===== src/rtl/ofu_pkg.sv =====
// Shared types and constants for the operand fetch unit.
// Register address width, FSM state encoding and the per-operand capture record.
package ofu_pkg;

  localparam int OFU_XLEN = 32;
  localparam int OFU_NREG = 32;
  localparam int REG_AW   = $clog2(OFU_NREG);

  typedef enum logic [1:0] {
    IDLE  = 2'd0,
    CHECK = 2'd1,
    READ  = 2'd2,
    OUT   = 2'd3
  } ofu_state_e;

  // got = value is final, val = operand value
  typedef struct packed {
    logic                got;
    logic [OFU_XLEN-1:0] val;
  } operand_t;

  // A source needs no fetch when the instruction ignores it or it names x0.
  function automatic logic src_is_free(input logic use_src, input logic [REG_AW-1:0] addr);
    return !use_src || (addr == '0);
  endfunction

endpackage


===== src/rtl/ofu_scoreboard.sv =====
// Pending-write scoreboard: one bit per architectural register.
// A bit is set when an instruction with a destination leaves for execute and
// cleared when writeback for that register arrives; set wins on a same-address
// collision. Register x0 is never pending.
module ofu_scoreboard
  import ofu_pkg::*;
#(
  parameter int NREG = OFU_NREG
) (
  input  logic              clk,
  input  logic              rst,
  input  logic              set_en,
  input  logic [REG_AW-1:0] set_addr,
  input  logic              clr_en,
  input  logic [REG_AW-1:0] clr_addr,
  input  logic [REG_AW-1:0] rd_addr_a,
  input  logic [REG_AW-1:0] rd_addr_b,
  output logic              pend_a,
  output logic              pend_b
);

  logic [NREG-1:0] pend_vec;

  assign pend_vec[0] = 1'b0;

  generate
    for (genvar gi = 1; gi < NREG; gi++) begin : g_bit
      // Per-register pending flag; a new producer overrides a retiring one.
      always_ff @(posedge clk or posedge rst) begin
        if (rst) begin
          pend_vec[gi] <= 1'b0;
        end else if (set_en && (set_addr == REG_AW'(gi))) begin
          pend_vec[gi] <= 1'b1;
        end else if (clr_en && (clr_addr == REG_AW'(gi))) begin
          pend_vec[gi] <= 1'b0;
        end
      end
    end
  endgenerate

  assign pend_a = pend_vec[rd_addr_a];
  assign pend_b = pend_vec[rd_addr_b];

`ifndef SYNTHESIS
  // Writeback must only target a register that some instruction is producing.
  always @(posedge clk) begin
    if (!rst && clr_en) begin
      assert (pend_vec[clr_addr]);
    end
  end
`endif

endmodule


===== src/rtl/operand_fetch_unit.sv =====
// Operand fetch unit: accepts one decoded instruction, fetches rs1/rs2 from a
// single-port register file and presents the operands to execute.
// Writeback owns the RF port whenever it is active; reads take idle cycles.
// RAW hazards stall on a pending-destination scoreboard.
// Build option OFU_WB_BYPASS_EN: a stalled source captures the matching
// writeback data directly instead of waiting to re-read the RF.
// The operand record width follows ofu_pkg::OFU_XLEN, so XLEN must match it.
module operand_fetch_unit
  import ofu_pkg::*;
#(
  parameter int XLEN = OFU_XLEN,
  parameter int NREG = OFU_NREG
) (
  input  logic              clk,
  input  logic              rst,
  input  logic              dec_valid,
  output logic              dec_ready,
  input  logic [REG_AW-1:0] dec_rs1,
  input  logic [REG_AW-1:0] dec_rs2,
  input  logic              dec_use_rs1,
  input  logic              dec_use_rs2,
  input  logic [REG_AW-1:0] dec_rd,
  input  logic              dec_rd_we,
  input  logic [XLEN-1:0]   dec_pc,
  input  logic              wb_valid,
  input  logic [REG_AW-1:0] wb_addr,
  input  logic [XLEN-1:0]   wb_data,
  output logic              rf_wr_rd_en,
  output logic [REG_AW-1:0] rf_addr_wr,
  output logic [XLEN-1:0]   rf_write_data,
  output logic [REG_AW-1:0] rf_addr_rd1,
  output logic [REG_AW-1:0] rf_addr_rd2,
  input  logic [XLEN-1:0]   rf_read_1,
  input  logic [XLEN-1:0]   rf_read_2,
  output logic              ex_valid,
  input  logic              ex_ready,
  output logic [XLEN-1:0]   ex_op1,
  output logic [XLEN-1:0]   ex_op2,
  output logic [REG_AW-1:0] ex_rd,
  output logic              ex_rd_we,
  output logic [XLEN-1:0]   ex_pc
);

  ofu_state_e        state_reg, state_next;
  operand_t          op1_reg, op1_next;
  operand_t          op2_reg, op2_next;
  logic [REG_AW-1:0] rs1_reg, rs2_reg, rd_reg;
  logic              rd_we_reg;
  logic [XLEN-1:0]   pc_reg;

  logic pend1, pend2;
  logic byp1, byp2;
  logic got1_after, got2_after;
  logic stall;
  logic ex_fire, sb_set;

  // Writeback path: x0 writes never reach the RF and never steal a cycle.
  assign rf_wr_rd_en   = wb_valid && (wb_addr != '0);
  assign rf_addr_wr    = wb_addr;
  assign rf_write_data = wb_data;
  assign rf_addr_rd1   = rs1_reg;
  assign rf_addr_rd2   = rs2_reg;

  assign dec_ready = (state_reg == IDLE);
  assign ex_valid  = (state_reg == OUT);
  assign ex_op1    = op1_reg.val;
  assign ex_op2    = op2_reg.val;
  assign ex_rd     = rd_reg;
  assign ex_rd_we  = rd_we_reg;
  assign ex_pc     = pc_reg;

  assign ex_fire = ex_valid && ex_ready;
  assign sb_set  = ex_fire && rd_we_reg && (rd_reg != '0);

  ofu_scoreboard #(
    .NREG(NREG)
  ) u_scoreboard (
    .clk       (clk),
    .rst       (rst),
    .set_en    (sb_set),
    .set_addr  (rd_reg),
    .clr_en    (rf_wr_rd_en),
    .clr_addr  (wb_addr),
    .rd_addr_a (rs1_reg),
    .rd_addr_b (rs2_reg),
    .pend_a    (pend1),
    .pend_b    (pend2)
  );

`ifdef OFU_WB_BYPASS_EN
  // A waiting source grabs the writeback value in the cycle it appears.
  assign byp1 = !op1_reg.got && pend1 && rf_wr_rd_en && (wb_addr == rs1_reg);
  assign byp2 = !op2_reg.got && pend2 && rf_wr_rd_en && (wb_addr == rs2_reg);
`else
  // Without bypass a waiting source only ever reads the RF after its bit clears.
  assign byp1 = 1'b0;
  assign byp2 = 1'b0;
`endif

  assign got1_after = op1_reg.got || byp1;
  assign got2_after = op2_reg.got || byp2;
  assign stall      = (!got1_after && pend1) || (!got2_after && pend2);

  // State register; reset abandons any held instruction.
  always_ff @(posedge clk or posedge rst) begin
    if (rst) begin
      state_reg <= IDLE;
    end else begin
      state_reg <= state_next;
    end
  end

  // Next-state and operand-capture logic.
  always_comb begin
    state_next = state_reg;
    op1_next   = op1_reg;
    op2_next   = op2_reg;
    unique case (state_reg)
      IDLE: begin
        if (dec_valid) begin
          state_next   = CHECK;
          op1_next.got = src_is_free(dec_use_rs1, dec_rs1);
          op1_next.val = '0;
          op2_next.got = src_is_free(dec_use_rs2, dec_rs2);
          op2_next.val = '0;
        end
      end
      CHECK: begin
        if (byp1) begin
          op1_next.got = 1'b1;
          op1_next.val = wb_data;
        end
        if (byp2) begin
          op2_next.got = 1'b1;
          op2_next.val = wb_data;
        end
        if (got1_after && got2_after) begin
          state_next = OUT;
        end else if (!stall && !rf_wr_rd_en) begin
          // The RF is idle this cycle, so it performs our read.
          state_next = READ;
        end
      end
      READ: begin
        if (!op1_reg.got) begin
          op1_next.got = 1'b1;
          op1_next.val = rf_read_1;
        end
        if (!op2_reg.got) begin
          op2_next.got = 1'b1;
          op2_next.val = rf_read_2;
        end
        state_next = OUT;
      end
      OUT: begin
        if (ex_ready) begin
          state_next = IDLE;
        end
      end
      default: state_next = IDLE;
    endcase
  end

  // Operand registers.
  always_ff @(posedge clk or posedge rst) begin
    if (rst) begin
      op1_reg <= '0;
      op2_reg <= '0;
    end else begin
      op1_reg <= op1_next;
      op2_reg <= op2_next;
    end
  end

  // Instruction fields held from accept until handoff to execute.
  always_ff @(posedge clk or posedge rst) begin
    if (rst) begin
      rs1_reg   <= '0;
      rs2_reg   <= '0;
      rd_reg    <= '0;
      rd_we_reg <= 1'b0;
      pc_reg    <= '0;
    end else if ((state_reg == IDLE) && dec_valid) begin
      rs1_reg   <= dec_rs1;
      rs2_reg   <= dec_rs2;
      rd_reg    <= dec_rd;
      rd_we_reg <= dec_rd_we;
      pc_reg    <= dec_pc;
    end
  end

endmodule


===== config.mk =====
export PLATFORM = sky130hd
export DESIGN_NAME = operand_fetch_unit
export DESIGN_NICKNAME = d
export VERILOG_FILES = /design/src/rtl/ofu_pkg.sv /design/src/rtl/ofu_scoreboard.sv /design/src/rtl/operand_fetch_unit.sv
export SDC_FILE = /design/constraint.sdc
export NUM_CORES = 1
export LEC_CHECK = 0
export CORE_MARGIN = 2
export CORE_UTILIZATION = 50
export CTS_CLUSTER_DIAMETER = 80
export DETAILED_ROUTE_END_ITERATION = 8
export DONT_BUFFER_PORTS = 1
export SETUP_SLACK_MARGIN = 0.3
export SYNTH_ARGS = -nofsm -noshare
export SYNTH_HDL_FRONTEND = slang
export SYNTH_SLANG_ARGS = --single-unit
export TNS_END_PERCENT = 10

===== constraint.sdc =====
create_clock -name clk -period 5.6 [get_ports clk]
set_input_delay 0.56 -clock clk [delete_from_list [all_inputs] [get_ports clk]]
set_output_delay 0.56 -clock clk [all_outputs]
set_load 0.02 [all_outputs]

Yosys cells after proc, flatten, opt, wreduce, memory -nomap -nowiden --
Cells that the tools add are included.
Operators by class: add/subtract/negate cells 0, $mul 0, div/mod/pow operators 0, order comparisons 2, eq/ne operators 70, shift-type cells 0, muxes and demuxes 77, bitwise logic cells 0, reductions and logical operators 121
Operators by type and width (number):
- $eq 5x5->1 const B | 32
- $pmux 33 s2 | 2
- $eq 5x4->1 const B | 16
- $logic_and 1x1->1 | 71
- $mux 33 | 2
- $mux 1 | 64
- $mux 32 | 2
- $reduce_bool 2->1 | 32
- $eq 5x3->1 const B | 8
- $eq 5x2->1 const B | 4
- $lt 5x6->1 const B | 2
- $bmux 1 s5 | 2
- $eq 5x1->1 const B | 2
- $logic_not 5->1 | 2
- $reduce_bool 5->1 | 2
- $reduce_and 3->1 | 3
- $mux 2 | 4
- $pmux 2 s4 | 1
- $logic_not 1->1 | 6
- $ne 2x2->1 const B | 3
- $eq 2x2->1 const B | 2
- $logic_or 1x1->1 | 3
- $ne 3x3->1 const B | 1
- $eq 2x1->1 const B | 1
- 3 further kinds | 3
Storage, ports and cells: register bits after elaboration 147, bits in latches 0, RAM bits 0, memory bits (read-only) 0, output and inout bits 152, word-level logic and storage cells 311, memories kept 0

Logic depth before layout (Yosys ltp) --
word-level depth 9, mapped depth 8

Hierarchy --
Synthesis repeated with hierarchy kept, for this count alone.
Second synthesis, totals: cells, all modules 527, area total of the unflattened synthesis 6496.2 sq um
By module, submodules not included:
- operand_fetch_unit | instances 1, cells each 327, area an instance 4630.7 sq um, sequential area each 2902.8 sq um
- ofu_scoreboard | instances 1, cells each 200, area an instance 1865.5 sq um, sequential area each 775.7 sq um

Worst setup path after synthesis --
Ideal clock, no wire load.
path type reg-to-reg, start point register rs1_reg[2], in the netlist rf_addr_rd1[2], end point register state_reg[1], library setup time 0.125 ns, arrival time 2.177 ns, slack 3.298 ns, stages on the path, launching flop included 8, path buffers 1, cells stage by stage dfrtp_1 -> clkbuf_1 -> mux4_2 -> a22oi_1 -> nand2_1 -> nor4_2 -> a21oi_2 -> mux2_4
On the way: longest elaborated chain between the ends 8
Ends and longest elaborated chain:
- from (decl) | RTL line operand_fetch_unit.sv:47 | logic [REG_AW-1:0] rs1_reg, rs2_reg, rd_reg;
- from (signal assigned) | RTL line operand_fetch_unit.sv:184 | rs1_reg <= dec_rs1;
- $bmux 1 s5 | RTL line ofu_scoreboard.sv:41 | assign pend_a = pend_vec[rd_addr_a];
- $mux 1 (implied by the code) | RTL line ofu_scoreboard.sv:41
- $logic_and 1x1->1 | RTL line operand_fetch_unit.sv:102 | assign stall = (!got1_after && pend1) || (!got2_after && pend2);
- $logic_or 1x1->1 | RTL line operand_fetch_unit.sv:102
- $logic_not 1->1 | RTL line operand_fetch_unit.sv:139 | end else if (!stall && !rf_wr_rd_en) begin
- $logic_and 1x1->1 | RTL line operand_fetch_unit.sv:139
- $ne 3x3->1 (no source line)
- $reduce_and 3->1 (no source line)
- to (signal assigned) | RTL line operand_fetch_unit.sv:109 | state_reg <= state_next;
- to (decl) | RTL line operand_fetch_unit.sv:44 | ofu_state_e state_reg, state_next;
Every way passes these cells. The select of a mux whose other input is x is not followed. A chain may end at the register's enable or synchronous reset.

Worst setup path after layout --
start point register state_reg[0], end point register op1_reg, in the netlist ex_op1[7]
On the way: longest elaborated chain between the ends 3
Ends and longest elaborated chain:
- $logic_not 2->1 (*)
- named net dec_ready | RTL line operand_fetch_unit.sv:17 | output logic dec_ready,
- $ne 2x2->1 (no source line) / $reduce_bool 2->1 (equally long branches)
- $reduce_and 3->1 (no source line)
- to (signal assigned) | RTL line operand_fetch_unit.sv:170 | op1_reg <= op1_next;
- to (decl) | RTL line operand_fetch_unit.sv:45 | operand_t op1_reg, op1_next;
Mark *: on every way through the listed nets, which the timed path passes. The rest lies on a longest branch.

==> impl_metrics.ini <==
[outcome]
status = finished clean

[global_routing]
grt_pass1_wl_um = 25000
grt_use_total_pct = 22.9
grt_pass1_vias = 4413
antenna_found_initial = 1
grt_max_degree = 99
overflow = 0

[layout]
finalNetCount = 631
drive_gt1_share_pct = 22.6
final_cell_area_um2 = 7030
nFillCells = 1081
final_common_cell = dfrtp_1
area_growth_pct = 6.78
final_cell_mix = 147 x dfrtp_1, 64 x o21ai_0, 64 x a22o_1, 50 x mux2_2, 17 x clkbuf_16
insertedDiodeCount = 0

[clock_network]
cts_resized = 0
cts.clk_slew.worst_paths_ns = 0.06
cts_tree = built
clockRootBuffer = clkbuf_16
cts_setup_buffers = 0
clock_path_buffers = 2
worstSkewPairLatency_ns = 0.41
postCtsHoldBufs = 0
numClockSinks = 147
numCtsBuffers = 17
cts_max_level = 4

[synth]
synth.distinct_cells = 47
synth_seq_cells = 147
synth_seq_area_share_pct = 55.9
syn_nets = 677
avgSynthCellArea_um2 = 12.7
synth_area_um2 = 6590
syn_inst = 517
synth_warnings = 0

[timing]
finalCritPeriodShare_pct = 46.9
slew_headroom_pct = 19.0
fin_skew_ns = 0.00874
setup_tns_ns = 0
finalCriticalPeriod_ns = 2.63
finalWorstSetupSlack_ns = 2.97
setup_viol = 0
timing.fmax_ghz = 0.381
hold_violations = 0
slew_viol_final = 0
tightest_slew_ns = 1.21
rsz0062_at_grt = false

[drt]
wl_met3_um = 1780
wl_met1_um = 5830
initialDrtViolationCount = 223
via_per_inst = 6.32
vias = 4140
dr.max_layer_used = met5
drt_wl_total_um = 15700
dr.pass1.iters = 4
avgRoutedWirePerCell_um = 24.0
postRouteAntennaNets = 0
drcViolationCount = 0
dr_wl_met2_um = 7760

[worst_setup_path]
crit_fanout = 32
cp.required_ns = 5.94
cp.arrival_ns = 2.97
cp-end-kind = flip-flop
regToRegSetupSlack_ns = 2.97
worstSetupPathType = flip-flop to flip-flop
worst_setup_path_start_kind = flip-flop

[floorplan]
dieWidth_um = 119
ioPinCount = 308
initial_core_util_pct = 51.8
rows = 41
core_um2 = 12700
die_h_um = 119
die_area_um2 = 14100

[place]
placed_area_um2 = 6420
io_buffers = 0
preCtsSetupSlack_ns = 2.95
place_congestion = 0.875
hpwl_um = 11500

[pwr]
leakage_uw = 0.00313
power_density_nw_per_um2 = 631
ir_drop_mv = 0.317

[min_path]
hold_path_class = primary input to async pin

[run]
drv_cap = 0
## worst max-delay path: stages (launching register included)
cell and delay (ns):
dfrtp_1 0.44, inv_1 0.13, ha_1 0.48, nand2b_1 0.25
o21ai_0 0.18, a21o_1 0.79, a22o_1 0.28
## kinds of logic after synthesis
| family | share of synthesized area [%] |
|---|---|
| adders and majority gates | 0.760 |
| and+or+nand+nor | 6.44 |
| AOI/OAI and AO/OA | 15.9 |
| buffers and inverters | 6.56 |
| muxes | 14.4 |
| DFF | 55.9 |
## synth_stat cells, drive strengths merged
cell | count | share of area (%)
a211oi | 1 | 0.11
a21o | 2 | 0.23
a21oi | 4 | 0.36
a221oi | 1 | 0.13
a22o | 64 | 8.5
a22oi | 3 | 0.34
a41o | 1 | 0.17
a41oi | 2 | 0.27
and2 | 1 | 0.11
and2b | 2 | 0.27
and3b | 1 | 0.13
and4b | 1 | 0.15
buf | 43 | 4.7
clkbuf | 23 | 1.3
dfrtp | 147 | 56
ha | 4 | 0.76
inv | 9 | 0.51
mux2 | 51 | 8.8
mux2i | 2 | 0.30
mux4 | 15 | 5.4
nand2 | 13 | 0.74
nand2b | 9 | 0.85
nand3 | 9 | 0.68
nand3b | 4 | 0.46
nand4 | 2 | 0.19
nand4b | 1 | 0.13
nor2 | 12 | 0.68
nor2b | 3 | 0.29
nor3 | 3 | 0.23
nor4 | 1 | 0.19
nor4b | 2 | 0.27
nor4bb | 2 | 0.30
o211ai | 2 | 0.30
o21ai | 64 | 4.9
o22a | 2 | 0.27
o311ai | 1 | 0.13
o31ai | 1 | 0.11
o41ai | 1 | 0.13
or2 | 6 | 0.57
or3 | 2 | 0.19
## layer usage
layer	track usage [%]	vias up
li1	-	1791
met1	27.8	2056
met2	36.1	262
met3	10.1	29
met4	8.71	2
met5	0	-
## worst paths after layout
check,from,end,cells after the start
worst max-delay path,state_reg[0]$_DFFE_PP0P_,ex_op1[7]$_DFFE_PP0P_,6
worst min-delay path,rst,ex_pc[28]$_DFFE_PP0P_,1
worst max register to register,state_reg[0]$_DFFE_PP0P_,ex_op1[7]$_DFFE_PP0P_,6
worst min register to register,u_scoreboard.pend_vec[18]$_DFFE_PP0P_,u_scoreboard.pend_vec[18]$_DFFE_PP0P_,2
max in group asynchronous,rst,ex_pc[6]$_DFFE_PP0P_,2
min in group clk,rf_read_1[21],ex_op1[21]$_DFFE_PP0P_,1
## per-stage QoR
step	util, %	hold WS [ns]	cells	total power (µW)
2_1_floorplan	-	0.479	517	3050
3_3_place_gp	50.5	0.534	624	3260
3_5_place_dp	50.5	0.545	624	3300
4_1_cts	55.3	0.217	655	4480
5_1_grt	55.3	0.239	655	4680
6_report	55.3	0.168	655	4440
## area by class of cell
class                      count  area, µm²  share of cell area [%]
clock buffer                  21        460                    6.55
clock inverter                10        149                    2.12
inverter                       9       38.8                   0.552
multi-input combinational    295       2480                    35.3
sequential                   147       3680                    52.3
tap                          172        215                    3.06
timing repair buffer           1       7.51                   0.107
## power breakdown
part / switching (µW) / internal (µW) / leakage (µW) / total (µW)
Sequential: 869 / 1460 / 0.00192 / 2330
Clock: 427 / 728 / 0.000296 / 1150
Combinational: 431 / 517 / 0.000909 / 948
Total: 1730 / 2710 / 0.00313 / 4440
Power figures use the tool's default switching activity.
